## src/rtl/interval_timer_ctrl_if.sv

```systemverilog
// Counter-side bus between interval_timer_ctrl and the shared hold/down/up/load counter.
// master = sequencer (drives command and load data), slave = counter (returns its value).
interface interval_timer_ctrl_if #(
  parameter int N = 16
);
  logic [1:0]   cnt_control;
  logic [N-1:0] cnt_d;
  logic [N-1:0] cnt_q;

  modport master (output cnt_control, output cnt_d, input cnt_q);
  modport slave  (input cnt_control, input cnt_d, output cnt_q);
endinterface

```

## src/rtl/interval_timer_ctrl.sv

```systemverilog
// Interval timer sequencer: loads a period into an external counter, counts it down and flags expiry.
// Define INTERVAL_TIMER_RELOAD_EN to build in periodic auto-reload; without it the timer is one-shot.
module interval_timer_ctrl #(
  parameter int N = 16
) (
  input  logic                 clk,
  input  logic                 reset,
  input  logic                 start,
  input  logic                 stop,
  input  logic                 pause,
  input  logic                 periodic,
  input  logic [N-1:0]         period,
  interval_timer_ctrl_if.master cnt,
  output logic                 busy,
  output logic                 expired,
  output logic [7:0]           exp_count
);

  typedef enum logic [1:0] {IDLE, LOAD, COUNT, EXPIRE} state_t;

  localparam logic [1:0]   CTRL_HOLD = 2'b00;
  localparam logic [1:0]   CTRL_DOWN = 2'b01;
  localparam logic [1:0]   CTRL_LOAD = 2'b11;
  localparam logic [N-1:0] CNT_ONE   = N'(1);

  state_t       state, state_next;
  logic [N-1:0] period_r;
  logic         accept;
  logic         reload;

  assign accept = (state == IDLE) && start && !stop && (period != '0);

`ifdef INTERVAL_TIMER_RELOAD_EN
  logic periodic_r;

  always_ff @(posedge clk) begin
    if (reset)       periodic_r <= 1'b0;
    else if (accept) periodic_r <= periodic;
  end

  assign reload = periodic_r;
`else
  logic unused_periodic;
  assign unused_periodic = periodic;
  assign reload          = 1'b0;
`endif

  // NOTE: clocked state uses non-blocking assignments so every register samples pre-edge values.
  always_ff @(posedge clk) begin
    if (reset) begin
      state     <= IDLE;
      period_r  <= '0;
      exp_count <= '0;
    end else begin
      state <= state_next;
      if (accept) begin
        period_r  <= period;
        exp_count <= '0;
      end else if (state == EXPIRE && !stop && exp_count != 8'hFF) begin
        exp_count <= exp_count + 8'd1;
      end
    end
  end

  // NOTE: defaults first so every path assigns both outputs and no latch is inferred.
  always_comb begin
    state_next      = state;
    cnt.cnt_control = CTRL_HOLD;
    if (state != IDLE && stop) begin
      state_next = IDLE;
    end else begin
      case (state)
        IDLE:   if (accept) state_next = LOAD;
        LOAD: begin
          cnt.cnt_control = CTRL_LOAD;
          state_next      = COUNT;
        end
        COUNT: begin
          if (!pause) begin
            // Last down-step takes the counter to zero as we enter EXPIRE.
            cnt.cnt_control = CTRL_DOWN;
            if (cnt.cnt_q == CNT_ONE) state_next = EXPIRE;
          end
        end
        EXPIRE: state_next = reload ? LOAD : IDLE;
      endcase
    end
  end

  assign cnt.cnt_d = period_r;
  assign busy      = (state != IDLE);
  assign expired   = (state == EXPIRE);

endmodule

```

## src/flat_wrapper.sv

```systemverilog
// flat-port wrapper written by rule: the top's interface ports become plain ports
module interval_timer_ctrl_flat 
#(
  parameter int N = 16
)
  (clk, reset, start, stop, pause, periodic, period, busy, expired, exp_count, cnt_cnt_control, cnt_cnt_d, cnt_cnt_q);
  interval_timer_ctrl_if #(.N(N)) cnt_i ();
  input  logic clk;
  input  logic reset;
  input  logic start;
  input  logic stop;
  input  logic pause;
  input  logic periodic;
  input  logic [N-1:0] period;
  output logic busy;
  output logic expired;
  output logic [7:0] exp_count;
  output wire logic [$bits(cnt_i.cnt_control)-1:0] cnt_cnt_control;
  output wire logic [$bits(cnt_i.cnt_d)-1:0] cnt_cnt_d;
  input wire logic [$bits(cnt_i.cnt_q)-1:0] cnt_cnt_q;
  assign cnt_cnt_control = cnt_i.cnt_control;
  assign cnt_cnt_d = cnt_i.cnt_d;
  assign cnt_i.cnt_q = cnt_cnt_q;
  interval_timer_ctrl #(.N(N)) u_core (.clk(clk), .reset(reset), .start(start), .stop(stop), .pause(pause), .periodic(periodic), .period(period), .cnt(cnt_i), .busy(busy), .expired(expired), .exp_count(exp_count));
endmodule
```

## config.mk

```make
export PLATFORM = sky130hd
export DESIGN_NAME = interval_timer_ctrl_flat
export DESIGN_NICKNAME = d
export VERILOG_FILES = /design/src/rtl/interval_timer_ctrl_if.sv /design/src/rtl/interval_timer_ctrl.sv /design/src/flat_wrapper.sv
export SDC_FILE = /design/constraint.sdc
export NUM_CORES = 1
export LEC_CHECK = 0
export CORE_MARGIN = 2
export CORE_UTILIZATION = 38
export DETAILED_ROUTE_END_ITERATION = 10
export HOLD_SLACK_MARGIN = 0.15
export MAX_ROUTING_LAYER = met4
export PLACE_DENSITY = 0.88
export SKIP_CTS_REPAIR_TIMING = 1
export SYNTH_ARGS = -nofsm -noshare
export SYNTH_HDL_FRONTEND = slang
export SYNTH_SLANG_ARGS = --single-unit
```

## constraint.sdc

```tcl
create_clock -name clk -period 1.9 [get_ports clk]
set_clock_uncertainty 0.05 [all_clocks]
set_input_delay 0.38 -clock clk [delete_from_list [all_inputs] [get_ports clk]]
set_output_delay 0.38 -clock clk [all_outputs]
set_load 0.05 [all_outputs]
```

==> load_flow_metrics.sql, run 1 <==
INSERT INTO impl_metrics (metric_group, metric, value, unit) VALUES
('outcome', 'run_status', 'finished clean', ''),
('pwr', 'share_clk_of_total_power', '0.127', ''),
('critical_path', 'critical_path_arrival', '1390', 'ps'),
('synth', 'synth_area_per_cell', '9.322', 'sq um'),
('die', 'num_rows', '20', ''),
('drt', 'drt-met1-wl', '1242', 'microns'),
('critical_path', 'cp-start-kind', 'flip-flop', ''),
('global_route', 'grt_max_degree', '19', ''),
('clock_network', 'clock_tree_from_tritoncts', 'yes', ''),
('synth', 'ys_types', '26', ''),
('place', 'place.port_buffers', '64', ''),
('critical_path', 'worst_setup_path_end_kind', 'output pin', ''),
('drt', 'drt_antenna_net_count', '0', ''),
('run', 'maxCapViolations', '0', ''),
('pwr', 'peakVddDrop', '477.3', 'uV'),
('pwr', 'power.share.combinational', '0.515', ''),
('synth', 'synthesis.nets', '176', ''),
('synth', 'count_of_flip_flops_with_a_built_in_enable_after_synthesis', '0', ''),
('layout', 'layout_commonest_cell', 'sky130_fd_sc_hd__clkdlybuf4s50_1', ''),
('clock_network', 'clkSlewWorstSetupHoldPaths', '130', 'ps'),
('clock_network', 'cts_buffers', '3', ''),
('drt', 'post_drt_wl_per_cell', '12.25', 'microns'),
('die', 'floorplan.die_area', '3683', 'sq um'),
('critical_path', 'crit_start', 'u_core.state[1]$_SDFFE_PP0P_', ''),
('synth', 'yosys_warnings', '0', ''),
('synth', 'ys_seq_area_frac', '0.4262', ''),
('min_path', 'min-delay-path-class', 'reg2reg', ''),
('critical_path', 'path_class', 'reg2out', ''),
('critical_path', 'crit_fanout', '4', ''),
('layout', 'layout.nets', '252', ''),
('synth', 'asyncSetResetFlopFracSynth', '0', ''),
('timing', 'hold_violations', '0', ''),
('layout', 'n_antenna_cell', '0', ''),
('timing', 'maxSlewHeadroom', '0.6598', ''),
('layout', 'layout_common_cells', '36 x sky130_fd_sc_hd__clkdlybuf4s50_1, 30 x sky130_fd_sc_hd__buf_4, 27 x sky130_fd_sc_hd__nor2_1', ''),
('die', 'chipHeight', '60.69', 'microns'),
('drt', 'met3WireLength', '194', 'microns'),
('timing', 'total_count_of_max_transition_violations_in_the_final_report', '0', ''),
('timing', 'timing.fmax', '0.5493', 'GHz'),
('drt', 'drtIter0Drc', '11', ''),
('global_route', 'gr-usage-all-layers', '0.1775', ''),
('global_route', 'overflow_left_after_global_routing', '0', ''),
('drt', 'route.vias.total', '1179', ''),
('synth', 'synth-seq-cells', '26', ''),
('drt', 'wl_met2', '1566', 'microns'),
('timing', 'fin_crit_sh', '0.9582', ''),
('clock_network', 'clock_sink_count', '26', ''),
('pwr', 'switching_share', '0.3819', ''),
('clock_network', 'worst_skew_pair.late_latency', '310', 'ps'),
('pwr', 'seqPwrFrac', '0.357', ''),
('min_path', 'worst_hold_startpoint', 'u_core.cnt.cnt_d[4]$_SDFFE_PP0P_', ''),
('pwr', 'internal_power', '1.093', 'mW'),
('global_route', 'grt_antenna_before_repair', '0', ''),
('drt', 'routed.top_layer', 'met4', ''),
('critical_path', 'regToRegStartpoint', 'u_core.state[0]$_SDFFE_PP0P_', ''),
('layout', 'layout-drive-gt1-share', '0.2341', ''),
('drt', 'vias_per_cell', '4.735', ''),
('die', 'io_pins', '66', ''),
('timing', 'slew_at_the_pin_with_the_worst_max_slew_slack', '509.5', 'ps'),
('layout', 'layout.cells.non_filler', '249', ''),
('place', 'routability_congestion_estimate', '0.7828', ''),
('clock_network', 'clock_buffer_depth', '2', ''),
('pwr', 'powerDensity', '866.8', 'nW/um^2'),
('drt', 'finalWirelength', '3050', 'microns'),
('synth', 'cell_area_synth', '1221', 'sq um'),
('drt', 'drt_drc_violations_left', '0', ''),
('layout', 'syn_to_final_growth', '67.11', '%'),
('critical_path', 'cell_with_the_biggest_individual_delay_on_the_critical_path', 'sky130_fd_sc_hd__dfxtp_2', ''),
('place', 'dp.cells', '246', ''),
('global_route', 'first_pass_grt_wire_length', '4761', 'microns'),
('clock_network', 'root_cell_of_the_clock_tree', 'sky130_fd_sc_hd__clkbuf_4', '');
-- stage by stage --
stage | TNS (ps) | worst slack, ps | util | hold WS, ps | area (sq um)
CTS | -175.3 | -71.35 | 0.6529 | 465.7 | 1993
global route | -2.664 | -2.664 | 0.6684 | 478.5 | 2041
detailed placement | -6720 | -304.7 | 0.6455 | 433.7 | 1971
floorplan | -17.24 | -17.24 | - | 417.7 | 1224
finish | 0 | 79.35 | 0.6684 | 451.2 | 2041
global placement | -5737 | -265.4 | 0.6455 | 427.8 | 1971
-- registers in the layout, summed over array words and instances, names as in the netlist --
name and cells:
u_core.exp_count 8, u_core.state 2, u_core.cnt.cnt_d 16
-- worst max-delay path, delay by kind of cell, from the launching register on --
kind,cells,cell delay [ps]
DFF,1,380
and+or+nand+nor,2,240
adders and majority gates,1,170
buffers and inverters,3,290
-- per-layer routing --
layer  vias up  track usage
li1        598            -
met1       543       0.1892
met2        34       0.3195
met3         4      0.02772
met4         0      0.08075
met5         -            -
-- final timing paths --
check                                endpoint  slack [ps]  cells after the start
max reg2reg  u_core.exp_count[5]$_SDFFE_PP0P_         310                      7
max                        cnt_cnt_control[1]          80                      6
min          u_core.cnt.cnt_d[4]$_SDFFE_PP0P_         450                      2
min reg2reg  u_core.cnt.cnt_d[4]$_SDFFE_PP0P_         450                      2
-- kinds of logic after synthesis --
kind of cell,count (synthesis),share of synthesized area
simple gates,57,0.2162
flops,26,0.4262
mux,18,0.1475
buf+inv,10,0.05123
xor+xnor,7,0.05021
fa+ha+maj,7,0.07172
compound gates,6,0.03689
-- power groups by stage --
stage,logic (mW),registers (mW),clock network [mW]
floorplan,0.382,0.778,0
detailed placement,0.887,0.641,0
global route,0.967,0.638,0.253
global placement,0.865,0.639,0
CTS,0.888,0.629,0.235
finish,0.911,0.632,0.225
-- cell usage after synthesis, drive strengths merged (3+ instances only) --
| master | instances | share of area |
|---|---|---|
| nor3 | 4 | 0.016 |
| nand3 | 4 | 0.016 |
| buf | 3 | 0.030 |
| xnor2 | 6 | 0.043 |
| inv | 5 | 0.015 |
| dfxtp | 26 | 0.43 |
| nor2 | 28 | 0.086 |
| ha | 7 | 0.072 |
| nand2 | 6 | 0.018 |
| nand4 | 3 | 0.015 |
| nor4 | 7 | 0.036 |
| mux2i | 18 | 0.15 |
-- cell type report --
class	instances	area, sq um
multi-input combinational	95	674.4
fill	252	1012
clock buffer	3	22.52
timing repair buffer	76	748.2
tap	44	55.05
inverter	5	18.77
sequential	26	521.8
No activity file was read; power rests on OpenSTA's default activity.
==> inputs of run 2 (changes only) <==
Settings changed: SKIP_LAST_GASP set to 1.
==> results of run 2 <==
Final layout, timing and power as in run 1 (identical DEF).
==> inputs of run 3 (changes only) <==
Settings changed: GPL_ROUTABILITY_DRIVEN set to 0.
==> results of run 3 <==
Final layout, timing and power as in run 1 (identical DEF).
